`src/rtl/wb_retire_queue.sv`:
```
// wb_retire_queue: writeback-stage retire queue.
// Buffers completed instructions from the memory stage in a circular queue,
// retires the head to the register file / CSR file / trace port at one
// instruction per cycle, resolves exception and ertn flushes at the head,
// and offers combinational bypass lookups into the pending entries.
//
// Handshake: an instruction transfers on a rising clk edge when
// ms_to_ws_valid && ws_allowin are both high. ws_allowin is computed from
// registered state only (never from ms_to_ws_valid), so the producer may
// hold valid high and wait; a held instruction stays stable until accepted.
module wb_retire_queue #(
    parameter int DEPTH     = 4,
    parameter int FWD_PORTS = 2
) (
    input  logic                         clk,
    input  logic                         reset,

    input  logic                         ms_to_ws_valid,
    output logic                         ws_allowin,
    input  logic [31:0]                  ms_pc,
    input  logic [31:0]                  ms_result,
    input  logic                         ms_gr_we,
    input  logic [4:0]                   ms_dest,
    input  logic [6:0]                   ms_excp_num,
    input  logic [31:0]                  ms_bad_va,
    input  logic                         ms_ertn,
    input  logic                         ms_csr_we,
    input  logic [13:0]                  ms_csr_idx,
    input  logic [31:0]                  ms_csr_wdata,

    output logic                         rf_we,
    output logic [4:0]                   rf_waddr,
    output logic [31:0]                  rf_wdata,

    input  logic [5*FWD_PORTS-1:0]       fwd_raddr,
    output logic [FWD_PORTS-1:0]         fwd_hit,
    output logic [32*FWD_PORTS-1:0]      fwd_data,

    output logic                         excp_flush,
    output logic                         ertn_flush,
    output logic [31:0]                  csr_era,
    output logic [5:0]                   csr_ecode,
    output logic [8:0]                   csr_esubcode,
    output logic                         va_error,
    output logic [31:0]                  bad_va,
    output logic                         csr_wr_en,
    output logic [13:0]                  wr_csr_addr,
    output logic [31:0]                  wr_csr_data,

    output logic [$clog2(DEPTH+1)-1:0]   occupancy,

    output logic [31:0]                  debug_wb_pc,
    output logic [3:0]                   debug_wb_rf_we,
    output logic [4:0]                   debug_wb_rf_wnum,
    output logic [31:0]                  debug_wb_rf_wdata
);

    localparam int PTR_W = $clog2(DEPTH);
    localparam int CNT_W = $clog2(DEPTH+1);

    // Exception codes (LoongArch encoding).
    localparam logic [5:0] ECODE_INT     = 6'h00;
    localparam logic [5:0] ECODE_ADEF    = 6'h08;
    localparam logic [5:0] ECODE_ALE     = 6'h09;
    localparam logic [5:0] ECODE_SYS     = 6'h0B;
    localparam logic [5:0] ECODE_BRK     = 6'h0C;
    localparam logic [5:0] ECODE_INE     = 6'h0D;
    localparam logic [5:0] ECODE_IPE     = 6'h0E;
    localparam logic [8:0] ESUBCODE_ADEF = 9'h000;

    // Exception flag bit positions within excp_num.
    localparam int EX_INT  = 0;
    localparam int EX_ADEF = 1;
    localparam int EX_SYS  = 2;
    localparam int EX_BRK  = 3;
    localparam int EX_INE  = 4;
    localparam int EX_IPE  = 5;
    localparam int EX_ALE  = 6;

    typedef struct packed {
        logic [31:0] pc;
        logic [31:0] result;
        logic        gr_we;
        logic [4:0]  dest;
        logic [6:0]  excp;
        logic [31:0] bad_va;
        logic        ertn;
        logic        csr_we;
        logic [13:0] csr_idx;
        logic [31:0] csr_wdata;
    } entry_t;

    entry_t             ent_q [DEPTH];
    entry_t             ent_d [DEPTH];
    logic [DEPTH-1:0]   valid_q, valid_d;
    logic [PTR_W-1:0]   head_q, head_d;
    logic [PTR_W-1:0]   tail_q, tail_d;
    logic [CNT_W-1:0]   count_q, count_d;

    entry_t             ms_ent;
    entry_t             head_ent;
    logic               head_vld;
    logic               head_excp;
    logic               head_ertn;
    logic               flush;
    logic               retire;
    logic               enq;

    logic [4:0]         lk_raddr;
    logic [PTR_W-1:0]   lk_idx;

    // Pack the incoming instruction into a queue entry.
    always_comb begin
        ms_ent           = '0;
        ms_ent.pc        = ms_pc;
        ms_ent.result    = ms_result;
        ms_ent.gr_we     = ms_gr_we;
        ms_ent.dest      = ms_dest;
        ms_ent.excp      = ms_excp_num;
        ms_ent.bad_va    = ms_bad_va;
        ms_ent.ertn      = ms_ertn;
        ms_ent.csr_we    = ms_csr_we;
        ms_ent.csr_idx   = ms_csr_idx;
        ms_ent.csr_wdata = ms_csr_wdata;
    end

    // Classify the head: normal retire, exception flush or ertn flush.
    always_comb begin
        head_ent   = ent_q[head_q];
        head_vld   = (count_q != '0) && valid_q[head_q];
        head_excp  = head_vld && (head_ent.excp != '0);
        head_ertn  = head_vld && head_ent.ertn && (head_ent.excp == '0);
        flush      = head_excp || head_ertn;
        retire     = head_vld && !flush;
        // A full queue refuses entries even while its head is retiring.
        ws_allowin = (count_q < CNT_W'(DEPTH)) && !flush;
        enq        = ms_to_ws_valid && ws_allowin;
    end

    // Next queue state: a flush empties everything and drops any enqueue.
    always_comb begin
        ent_d   = ent_q;
        valid_d = valid_q;
        head_d  = head_q;
        tail_d  = tail_q;
        count_d = count_q;
        if (flush) begin
            valid_d = '0;
            head_d  = '0;
            tail_d  = '0;
            count_d = '0;
        end else begin
            if (retire) begin
                valid_d[head_q] = 1'b0;
                head_d          = head_q + 1'b1;
            end
            if (enq) begin
                ent_d[tail_q]   = ms_ent;
                valid_d[tail_q] = 1'b1;
                tail_d          = tail_q + 1'b1;
            end
            case ({enq, retire})
                2'b10:   count_d = count_q + 1'b1;
                2'b01:   count_d = count_q - 1'b1;
                default: count_d = count_q;
            endcase
        end
    end

    // Queue state registers with asynchronous clear.
    always_ff @(posedge clk or posedge reset) begin
        if (reset) begin
            ent_q   <= '{default: '0};
            valid_q <= '0;
            head_q  <= '0;
            tail_q  <= '0;
            count_q <= '0;
        end else begin
            ent_q   <= ent_d;
            valid_q <= valid_d;
            head_q  <= head_d;
            tail_q  <= tail_d;
            count_q <= count_d;
        end
    end

    // Register-file, CSR-file and trace outputs driven from the head.
    always_comb begin
        rf_we             = retire && head_ent.gr_we;
        rf_waddr          = retire ? head_ent.dest   : 5'd0;
        rf_wdata          = retire ? head_ent.result : 32'd0;
        csr_wr_en         = retire && head_ent.csr_we;
        wr_csr_addr       = retire ? head_ent.csr_idx   : 14'd0;
        wr_csr_data       = retire ? head_ent.csr_wdata : 32'd0;
        excp_flush        = head_excp;
        ertn_flush        = head_ertn;
        csr_era           = head_vld ? head_ent.pc : 32'd0;
        debug_wb_pc       = head_vld ? head_ent.pc : 32'd0;
        debug_wb_rf_we    = {4{rf_we}};
        debug_wb_rf_wnum  = head_vld ? head_ent.dest   : 5'd0;
        debug_wb_rf_wdata = head_vld ? head_ent.result : 32'd0;
        occupancy         = count_q;
    end

    // Exception cause decode, lowest flag bit has highest priority.
    always_comb begin
        csr_ecode    = 6'd0;
        csr_esubcode = 9'd0;
        va_error     = 1'b0;
        bad_va       = 32'd0;
        if (head_excp) begin
            if (head_ent.excp[EX_INT]) begin
                csr_ecode = ECODE_INT;
            end else if (head_ent.excp[EX_ADEF]) begin
                csr_ecode    = ECODE_ADEF;
                csr_esubcode = ESUBCODE_ADEF;
                va_error     = 1'b1;
                bad_va       = head_ent.pc;
            end else if (head_ent.excp[EX_SYS]) begin
                csr_ecode = ECODE_SYS;
            end else if (head_ent.excp[EX_BRK]) begin
                csr_ecode = ECODE_BRK;
            end else if (head_ent.excp[EX_INE]) begin
                csr_ecode = ECODE_INE;
            end else if (head_ent.excp[EX_IPE]) begin
                csr_ecode = ECODE_IPE;
            end else if (head_ent.excp[EX_ALE]) begin
                csr_ecode = ECODE_ALE;
                va_error  = 1'b1;
                bad_va    = head_ent.bad_va;
            end
        end
    end

    // Bypass lookup: walk oldest to youngest so the youngest match wins.
    always_comb begin
        fwd_hit  = '0;
        fwd_data = '0;
        lk_raddr = '0;
        lk_idx   = '0;
        for (int p = 0; p < FWD_PORTS; p++) begin
            lk_raddr = fwd_raddr[p*5 +: 5];
            for (int i = 0; i < DEPTH; i++) begin
                lk_idx = head_q + PTR_W'(i);
                if ((CNT_W'(i) < count_q) && valid_q[lk_idx] &&
                    ent_q[lk_idx].gr_we && (ent_q[lk_idx].excp == '0) &&
                    (lk_raddr != 5'd0) && (ent_q[lk_idx].dest == lk_raddr)) begin
                    fwd_hit[p]            = 1'b1;
                    fwd_data[p*32 +: 32]  = ent_q[lk_idx].result;
                end
            end
        end
    end

endmodule

```
`config.mk`:
```
export PLATFORM = sky130hd
export DESIGN_NAME = wb_retire_queue
export DESIGN_NICKNAME = d
export VERILOG_FILES = /design/src/rtl/wb_retire_queue.sv
export SDC_FILE = /design/constraint.sdc
export NUM_CORES = 2
export LEC_CHECK = 0
export CAP_MARGIN = 30
export CORE_ASPECT_RATIO = 1.2
export CORE_MARGIN = 2
export CORE_UTILIZATION = 45
export DETAILED_ROUTE_END_ITERATION = 16
export PLACE_DENSITY_LB_ADDON = 0.3
export SYNTH_ARGS = -nofsm -noshare
export SYNTH_HDL_FRONTEND = slang
export SYNTH_SLANG_ARGS = --single-unit
```
`constraint.sdc`:
```
create_clock -name clk -period 31.3 [get_ports clk]
set_input_delay 6.26 -clock clk [delete_from_list [all_inputs] [get_ports clk]]
set_output_delay 6.26 -clock clk [all_outputs]
set_load 0.1 [all_outputs]
```
==> impl_metrics.toml <==
[clock_network]
post_cts_buffers = 0
cts-root-buf = "clkbuf_16"
cts_sinks = 639
tritoncts.num_buffers = 69
cts_tree = "done"
cts.path.max_buffers = 3
cts_max_level = 3
holdBufCountCts = 0
insertion_delay_ns = 0.62
cts_resized = 0
clk_pin_slew_ns = 0.06

[floorplanning]
die_h_microns = 319
num_rows = 115
die_area_sq_mm = 0.0850
die_w_microns = 266
initial_utilization = 0.454
io_pins = 480
core_sq_mm = 0.0819

[detailed_routing]
vias_per_cell = 5.86
dr.first_iter.drc_count = 1660
antenna_left = 0
drt-total-wl_microns = 103000
wire_per_inst_microns = 24.3
drc = 0
firstDrtPassIters = 6
vias = 25000

[sta]
post-route-min-period_ns = 16.19
skew_ns = 0.0319
tns_ns = 0
rsz0062_at_grt = "false"
fin_crit_sh = 0.517
finalSetupViolCount = 0
slew_violations = 0
hold_viol = 0
worst_pin_slew_ns = 1.12
max-slew-margin-rel = 0.251
max_freq_ghz = 0.0618

[synthesis]
synth_area_leaders = "dfrtp_1 43%, mux2_1 16%, mux4_2 12%"
yosys-top-cells-count = "639 x dfrtp_1, 520 x mux2_1, 206 x mux4_2"
yosys.area_share.adder = 0.00404
yosysUniqueCellTypes = 51
synth.most_common_cell = "dfrtp_1"
syn_area_sq_mm = 0.0372
syn_area_per_cell_sq_um = 13.2
synthCells = 2812
synth_top_cell_area_share = 0.430
synthMuxAreaShare = 0.378
synth-seq-area-share = 0.430
yosys_warnings = 0
synth_xor_area_frac = 0.00989
synth_area_leader_cell = "dfrtp_1"
synth_edf_count = 0
synth_top_family_by_area = "multiplexers"
ys_ff_latch = 639
synth-async-reset-ratio = 1.00
ys.flop_type = "dfrtp_1"
synth-compound-area-share = 0.0414
yosys.area_share.simple = 0.0745

[placed_design]
place_inst = 4120
routabilityCongestion = 0.882
dp_hpwl_microns = 69300
dpl_cell_area_sq_mm = 0.0422
port_buffers = 468

[run]
drv_cap = 0

[finish]
postLayoutCellArea_sq_mm = 0.0446
utilization = 0.545
layout.nets = 3326
instances_no_fill = 4256
drive_above_1_share = 0.185
areaGrowthSynthToFinish_pct = 20.0

[worst_setup_path]
crit_buf_inv = 3
cp_data_arrival_time_ns = 9.93
cp_top_family = "buffers and inverters"
cp.required_ns = 25.04
critPathSlowestCell = "clkdlybuf4s50_1"
cp_max_fo = 56
start_kind = "input port"
r2r_start = "head_q[1]"
crit_type = "in2out"
cp-startpoint = "fwd_raddr[1]"
cp_slowest_stage_delay_ns = 1.19
crit_chain = "clkdlybuf4s50_1, nor3_1, a21oi_1, nand4_1, buf_4, a21boi_0, a2bb2oi_1, clkdlybuf4s50_1"
path_common_cell = "clkdlybuf4s50_1"
cp-end-kind = "output port"

[power]
p_comb_frac = 0.038
p_leak_uw = 0.0207
power_density_mw_per_mm2 = 38.8
swShare = 0.222
p_sw_uw = 384
seqPwrFrac = 0.477
clockPowerShare = 0.484
vdd_ir_drop_max_mv = 0.0399
p_int_uw = 1350

[hold_path]
hp-start = "ent_q[221]"
hp-class = "reg2reg"

[global_route]
grt_pass1_wl_microns = 160000
grt_antenna_before_repair = 16
globalRoute.totalOverflow = 0
grtUsageTotal = 0.242
grt_max_degree = 201
grt_pass1_vias = 26400

[status]
status = "complete, no violations"
[layout by cell type (no fill, tap or decap), types with 9 or more instances in the layout]
cell type	n
mux2_1	520
mux2_2	172
a21boi_0	64
buf_4	37
nor3_1	10
o21ai_0	71
nor2_1	113
inv_1	9
clkbuf_1	14
nand2_1	141
clkinv_2	11
clkbuf_16	70
buf_16	32
ha_1	11
mux2i_1	160
xor2_1	20
and2_1	155
nor4_1	71
clkdlybuf4s50_1	468
a2bb2oi_1	64
dfrtp_1	637
a21oi_1	9
mux4_2	207
clkbuf_8	10
conb_1	11
xnor2_1	20
[power by group through the flow]
stage | sequential, uW | combinational, uW | clock (uW)
after floorplan | 844 | 26.4 | 0
after global placement | 842 | 61.4 | 0
after detailed placement | 842 | 64.9 | 0
after CTS | 827 | 65.2 | 861
after global routing | 826 | 72.4 | 897
final | 827 | 66.2 | 839
[sequential cells by signal, indices dropped and copies added (netlist names)]
register and count:
tail_q 2, head_q 2, ent_q 628, occupancy 3
valid_q 4
[worst register-to-register path, cell delays in order (launching register included)]
cell	delay, ns
dfrtp_4	0.96
buf_12	0.57
mux4_2	0.46
a21boi_4	0.16
buf_4	0.40
nand2_1	0.26
and3_4	0.75
buf_4	0.85
buf_4	0.67
buf_12	0.30
mux2_1	0.43
[layer usage]
layer / vias to the layer above / wire (microns) / global-route usage
li1: 11000 / - / -
met1: 13000 / 42700 / 0.309
met2: 777 / 52400 / 0.423
met3: 159 / 5810 / 0.0420
met4: 22 / 2200 / 0.0668
met5: - / 145 / 0
[final cells by class]
cell class / count / area (sq um)
Tap cell: 1053 / 1320
Multi-Input combinational cell: 1882 / 19000
Antenna cell: 7 / 17.5
Clock inverter: 29 / 372
Fill cell: 6649 / 37200
Timing Repair Buffer: 541 / 5920
Sequential cell: 639 / 16000
Clock buffer: 94 / 1940
Inverter: 11 / 50.0
[stage by stage]
step                      hold WS, ns  power (uW)  setup WS (ns)
after floorplan                 0.452         870           7.14
after global placement          0.461         903          15.11
after detailed placement        0.469         907          15.11
after CTS                       0.481        1750          15.11
after global routing            0.491        1800          14.92
final                           0.480        1730          15.11
[final timing paths]
kind / slack, ns / end / depth (start not counted)
max in group asynchronous: 22.73 / ent_q[368] / 6
worst min register to register: 0.48 / ent_q[221] / 1
min in group asynchronous: 5.91 / ent_q[173] / 2
worst max register to register: 25.38 / ent_q[58] / 10
worst min-delay path: 0.48 / ent_q[221] / 1
worst max-delay path: 15.11 / fwd_data[1] / 8
[logic make-up after synthesis]
group / count (synthesis)
fa+ha+maj: 12
other cells: 1
compound gates: 221
xor+xnor: 42
simple gates: 537
buf+inv: 301
mux: 1059
flops: 639
Power figures use the tool's default switching activity.
